## src/rtl/booth_pkg.sv

```systemverilog
// Shared types and constants for the radix-4 Booth digit decoder.
package booth_pkg;

  typedef enum logic [1:0] {
    S_IDLE = 2'd0,
    S_RUN  = 2'd1,
    S_DONE = 2'd2
  } state_t;

  // Digit codes are {c2,c1,c0}: c2 negates, c1 selects 2x, c0 selects 1x.
  localparam logic [2:0] DIG_Z  = 3'b000;
  localparam logic [2:0] DIG_P1 = 3'b001;
  localparam logic [2:0] DIG_P2 = 3'b010;
  localparam logic [2:0] DIG_IP = 3'b011;
  localparam logic [2:0] DIG_NZ = 3'b100;
  localparam logic [2:0] DIG_M1 = 3'b101;
  localparam logic [2:0] DIG_M2 = 3'b110;
  localparam logic [2:0] DIG_IM = 3'b111;

  function automatic int prod_w(input int width, input int ndig);
    return width + 2 * ndig;
  endfunction

endpackage

```

## src/rtl/booth_digit_term.sv

```systemverilog
// Maps one Booth digit code and the multiplicand to a signed partial term.
// BOOTH_DEC_ERR_CHK_EN: codes 011/111 yield 0 instead of +/-2x.
module booth_digit_term
  import booth_pkg::*;
#(
  parameter int WIDTH = 8
) (
  input  logic [2:0]       code,
  input  logic [WIDTH-1:0] mcand,
  output logic [WIDTH+1:0] term,
  output logic             illegal
);

  logic signed [WIDTH+1:0] m1, m2;

  // Two extra bits cover -2 * most-negative multiplicand.
  assign m1 = {{2{mcand[WIDTH-1]}}, mcand};
  assign m2 = {mcand[WIDTH-1], mcand, 1'b0};

  assign illegal = (code == DIG_IP) || (code == DIG_IM);

  always_comb begin
    term = '0;
    case (code)
      DIG_P1:  term = m1;
      DIG_P2:  term = m2;
      DIG_M1:  term = -m1;
      DIG_M2:  term = -m2;
`ifndef BOOTH_DEC_ERR_CHK_EN
      DIG_IP:  term = m2;
      DIG_IM:  term = -m2;
`endif
      default: term = '0;
    endcase
  end

endmodule

```

## src/rtl/booth_digit_decoder.sv

```systemverilog
// Serial radix-4 Booth accumulator: one digit per accepted beat, LSB digit first.
// BOOTH_DEC_ERR_CHK_EN enables the sticky illegal-digit flag on err.
module booth_digit_decoder
  import booth_pkg::*;
#(
  parameter int WIDTH = 8,
  parameter int NDIG  = 4
) (
  input  logic                      clk,
  input  logic                      rst,
  input  logic                      start,
  input  logic [WIDTH-1:0]          mcand,
  input  logic                      dig_valid,
  output logic                      dig_ready,
  input  logic                      c0,
  input  logic                      c1,
  input  logic                      c2,
  output logic                      busy,
  output logic                      done,
  output logic [WIDTH+2*NDIG-1:0]   product,
  output logic                      err
);

  localparam int PW = prod_w(WIDTH, NDIG);
  localparam int CW = (NDIG > 1) ? $clog2(NDIG) : 1;

  state_t            state, state_nx;
  logic [WIDTH-1:0]  mc_q;
  logic [CW-1:0]     cnt;
  logic [PW-1:0]     prod_q;
  logic [WIDTH+1:0]  term;
  logic              ill;
  logic              acc, last, start_ok;
  logic signed [PW-1:0] term_ext;
  logic [PW-1:0]     addend;

  booth_digit_term #(.WIDTH(WIDTH)) u_term (
    .code    ({c2, c1, c0}),
    .mcand   (mc_q),
    .term    (term),
    .illegal (ill)
  );

  assign acc      = dig_valid & dig_ready;
  assign last     = (cnt == CW'(NDIG - 1));
  assign start_ok = (state == S_IDLE) && start;
  assign term_ext = PW'($signed(term));
  // Digit k carries weight 4^k.
  assign addend   = term_ext << {cnt, 1'b0};

  always_ff @(posedge clk) begin
    if (rst) state <= S_IDLE;
    else     state <= state_nx;
  end

  always_comb begin
    state_nx = state;
    case (state)
      S_IDLE:  if (start)        state_nx = S_RUN;
      S_RUN:   if (acc && last)  state_nx = S_DONE;
      S_DONE:                    state_nx = S_IDLE;
      default:                   state_nx = S_IDLE;
    endcase
  end

  always_comb begin
    dig_ready = (state == S_RUN);
    busy      = (state == S_RUN);
    done      = (state == S_DONE);
  end

  always_ff @(posedge clk) begin
    if (rst) begin
      mc_q   <= '0;
      cnt    <= '0;
      prod_q <= '0;
    end else if (start_ok) begin
      mc_q   <= mcand;
      cnt    <= '0;
      prod_q <= '0;
    end else if (acc) begin
      cnt    <= cnt + 1'b1;
      prod_q <= prod_q + addend;
    end
  end

  assign product = prod_q;

`ifdef BOOTH_DEC_ERR_CHK_EN
  logic err_q;
  always_ff @(posedge clk) begin
    if (rst)                err_q <= 1'b0;
    else if (start_ok)      err_q <= 1'b0;
    else if (acc && ill)    err_q <= 1'b1;
  end
  assign err = err_q;
`else
  logic unused_ill;
  assign unused_ill = ill;
  assign err = 1'b0;
`endif

endmodule

```

## config.mk

```make
export PLATFORM = sky130hd
export DESIGN_NAME = booth_digit_decoder
export DESIGN_NICKNAME = d
export VERILOG_FILES = /design/src/rtl/booth_pkg.sv /design/src/rtl/booth_digit_term.sv /design/src/rtl/booth_digit_decoder.sv
export SDC_FILE = /design/constraint.sdc
export NUM_CORES = 1
export LEC_CHECK = 0
export CAP_MARGIN = 25
export CORE_UTILIZATION = 40
export CTS_BUF_LIST = sky130_fd_sc_hd__clkbuf_4
export CTS_CLUSTER_DIAMETER = 120
export CTS_CLUSTER_SIZE = 30
export DETAILED_ROUTE_END_ITERATION = 10
export GPL_ROUTABILITY_DRIVEN = 0
export GPL_TIMING_DRIVEN = 0
export PLACE_DENSITY_LB_ADDON = 0.08
export SETUP_SLACK_MARGIN = 0.15
export SYNTH_ARGS = -nofsm -noshare
export SYNTH_HDL_FRONTEND = slang
export SYNTH_SLANG_ARGS = --single-unit
```

## constraint.sdc

```tcl
create_clock -name clk -period 8.8 [get_ports clk]
set_input_delay 0.88 -clock clk [delete_from_list [all_inputs] [get_ports clk]]
set_output_delay 0.88 -clock clk [all_outputs]
set_load 0.005 [all_outputs]
```

==> out/qor.yml <==
setup_path:
  path_cells: "clkdlybuf4s50_1 -> nor2b_1 -> a22oi_1 -> nor2_1 -> a21oi_1 -> mux2_2 -> nand2_1 -> o21a_1 -> ha_1 -> clkbuf_1 -> nand3_1 -> nor4_1 -> o21bai_1 -> a311oi_1 -> nor3_1 -> or4b_1 -> nand2_1"
  cp.depth: 17
  cp_top_family: "simple AND/OR/NAND/NOR gates"
  path_class: "primary input to flip-flop"
  crit_path_frequent_cell: "nand2_1"
  path_max_fanout: 7
  startpoint_type: "primary input"
  reg2reg_slack_ns: 4.24
  worstPathRequired_ns: 9.10
  reg2reg_depth: 17
  crit_buf_inv: 2
  cp-end-kind: "flip-flop"
  crit_path_max_incr_delay_ns: 0.60
  slowest_stage: "clkdlybuf4s50_1"
  cp.arrival_ns: 4.87
synthesis:
  yosysSeqAreaShare: 0.2373
  synth_area_leaders: "dfxtp_1, ha_1, mux2i_1, a21oi_1, nor2_1"
  syn_avg_cell_area_um2: 7.523
  synth_top_area_share: 0.2373
  syn_inst: 314
  ys_top_cells_by_count: "nor2_1, nand2_1, a21oi_1"
  synth_area_leader_cell: "dfxtp_1"
  async_flop_share: 0
  synthFlopType: "dfxtp_1"
  syn_area_um2: 2362
  synth_edf_count: 0
  synth.most_common_cell: "nor2_1"
  yosys_register_bits: 28
  syn_nets: 347
  yosys_warnings: 0
  synth.distinct_cells: 51
sta:
  finalCriticalPeriod_ns: 4.565
  min_period_over_period: 0.5187
  grt_setup_unrepaired: "false"
  setup_viol: 0
  slew_violations: 0
  finalSetupTns_ns: 0
  timing.slew.headroom: 0.5195
  timing.final.ws_setup_ns: 4.235
  max_clock_freq_mhz: 219.1
  final.setup_skew_ns: 0.01624
  worst_pin_slew_ns: 0.7192
  hold_viol: 0
cts:
  cts_resized: 0
  clkTransAtPathRegs_ns: 0.17
  insertion_delay_ns: 0.34
  clk_path_buf_depth: 2
  cts_max_level: 1
  cts_root_buffer: "clkbuf_4"
  cts_sinks: 28
  postCtsHoldBufs: 0
  cts_tree: "yes"
  numCtsBuffers: 3
  cts_setup_buffers: 0
finish:
  area_delta_synth_final_pct: 18.06
  drive_gt1_frac: 0.04298
  nFillCells: 597
  nNetsFinal: 383
  diodes: 0
grt:
  grtUsageTotal: 0.1948
  gr-total-overflow: 0
  grt_pass1_wl_um: 9666
  grt_antenna_before_repair: 0
  grt_max_degree: 16
  grt_pass1_vias: 2098
place:
  place_hpwl_um: 4471
  dp_slack_ns: 3.988
  io_buffers: 31
route:
  met1_length_um: 2953
  routed_wl_um: 5791
  wl_per_cell_um: 13.76
  dr.first_iter.drc_count: 95
  top_layer_used: "met4"
  wl_met3_um: 313
  num_vias: 2308
  drtAntennaViolNets: 0
  dr.pass1.iters: 4
  routed_via_density: 5.482
  wl_met2_um: 2478
  drc: 0
job:
  max-cap-violations: 0
die:
  start_util: 0.4212
  rows: 27
  die-area_um2: 6217
  core_area_um2: 5608
  die_w_um: 78.85
  fp.dieH_um: 78.85
  ioPinCount: 35
worst_hold_path:
  hold_class: "flip-flop to flip-flop"
  min_path_cells: 2
power:
  power.total_uw: 309.0
  p_per_area_nw_per_um2: 110.8
  ir_worst_vdd_mv: 0.06698
  p_leak_uw: 0.001085
run_status:
  status: "finished clean"
==> worst register-to-register path, cell delays in order (launching register included) <==
cell and delay [ns]:
dfxtp_1 0.38, inv_1 0.09, ha_1 0.24, or4b_4 0.49, or3_4 0.38, a31oi_1 0.22
and3_1 0.18, o22ai_1 0.12, mux2i_1 0.22, mux2i_1 0.13, ha_1 0.41, nand3_1 0.15
nor4_1 0.31, o21bai_1 0.19, a311oi_1 0.38, nor3_1 0.10, or4b_1 0.47, nand2_1 0.07
==> cell usage in the layout, fill, tap and decap left out, drive strengths merged, types with 2 or more instances in the layout <==
master / synthesis / layout
nor2: 35 / 35
nand2: 33 / 33
clkdlybuf4s50: 0 / 31
a21oi: 29 / 29
dfxtp: 28 / 28
o21ai: 22 / 22
ha: 17 / 17
clkbuf: 14 / 17
mux2i: 15 / 15
nand3: 10 / 10
xnor2: 10 / 10
nor3: 9 / 9
inv: 8 / 8
a31oi: 8 / 8
xor2: 6 / 6
a21o: 6 / 6
o22ai: 5 / 5
o21a: 5 / 5
nor2b: 4 / 4
nor3b: 4 / 4
a211oi: 4 / 4
buf: 4 / 4
mux2: 3 / 3
nand2b: 3 / 3
o21bai: 3 / 3
or3: 3 / 3
a22oi: 2 / 2
nor4: 2 / 2
and3: 2 / 2
o31ai: 2 / 2
a32oi: 2 / 2
or4b: 2 / 2
and2: 2 / 2
==> metrics by stage <==
step	util	area, um2	hold slack [ns]	std cells
floorplan	-	2362	0.4650	314
global placement	0.4926	2763	0.4673	417
detailed placement	0.4926	2763	0.4686	417
CTS	0.4973	2789	0.4916	421
global route	0.4973	2789	0.5214	421
finish	0.4973	2789	0.4891	421
==> cells by family (layout without fill, tap and decap cells) <==
| logic type | count (synthesis) | count (layout) | share of synthesized area |
|---|---|---|---|
| mux | 18 | 18 | 0.07786 |
| xor+xnor | 16 | 16 | 0.05932 |
| other cells | 1 | 1 | 0.001587 |
| fa+ha+maj | 18 | 18 | 0.09852 |
| simple gates | 112 | 112 | 0.2241 |
| compound gates | 95 | 95 | 0.2537 |
| flops | 28 | 28 | 0.2373 |
| buf+inv | 26 | 61 | 0.04767 |
==> area by class of cell <==
type                            instances  area, um2  area share
Clock inverter                          1      3.754    0.001346
Inverter                                8      30.03     0.01077
Clock buffer                            3      22.52    0.008075
Timing Repair Buffer                   31      310.3      0.1113
Sequential cell                        28      560.5      0.2010
Tap cell                               72      90.09     0.03230
Buffer                                 18      82.58     0.02961
Multi-Input combinational cell        260       1689      0.6057
==> power by group <==
part | switching (uW) | total (uW) | leakage (uW) | internal (uW)
Combinational | 64.1 | 115 | 0.000842 | 51.1
Sequential | 4.86 | 136 | 0.000228 | 131
Clock | 40.7 | 57.4 | 0.0000154 | 16.7
==> flip-flops by register name, summed over array words and instances (netlist names) <==
register / count
state: 2
cnt: 2
mc_q: 8
product: 16
==> per-layer routing <==
metal	track usage	up-vias
met4	0.03273	0
li1	-	1207
met1	0.2737	1053
met3	0.03333	4
met5	0	-
met2	0.3148	44
==> worst paths after layout <==
kind | startpoint | endpoint
worst max-delay path | c0 | product[15]
worst min-delay path | product[5] | product[5]
worst max register to register | mc_q[0] | product[15]
worst min register to register | product[5] | product[5]
No activity file was read; power rests on OpenSTA's default activity.
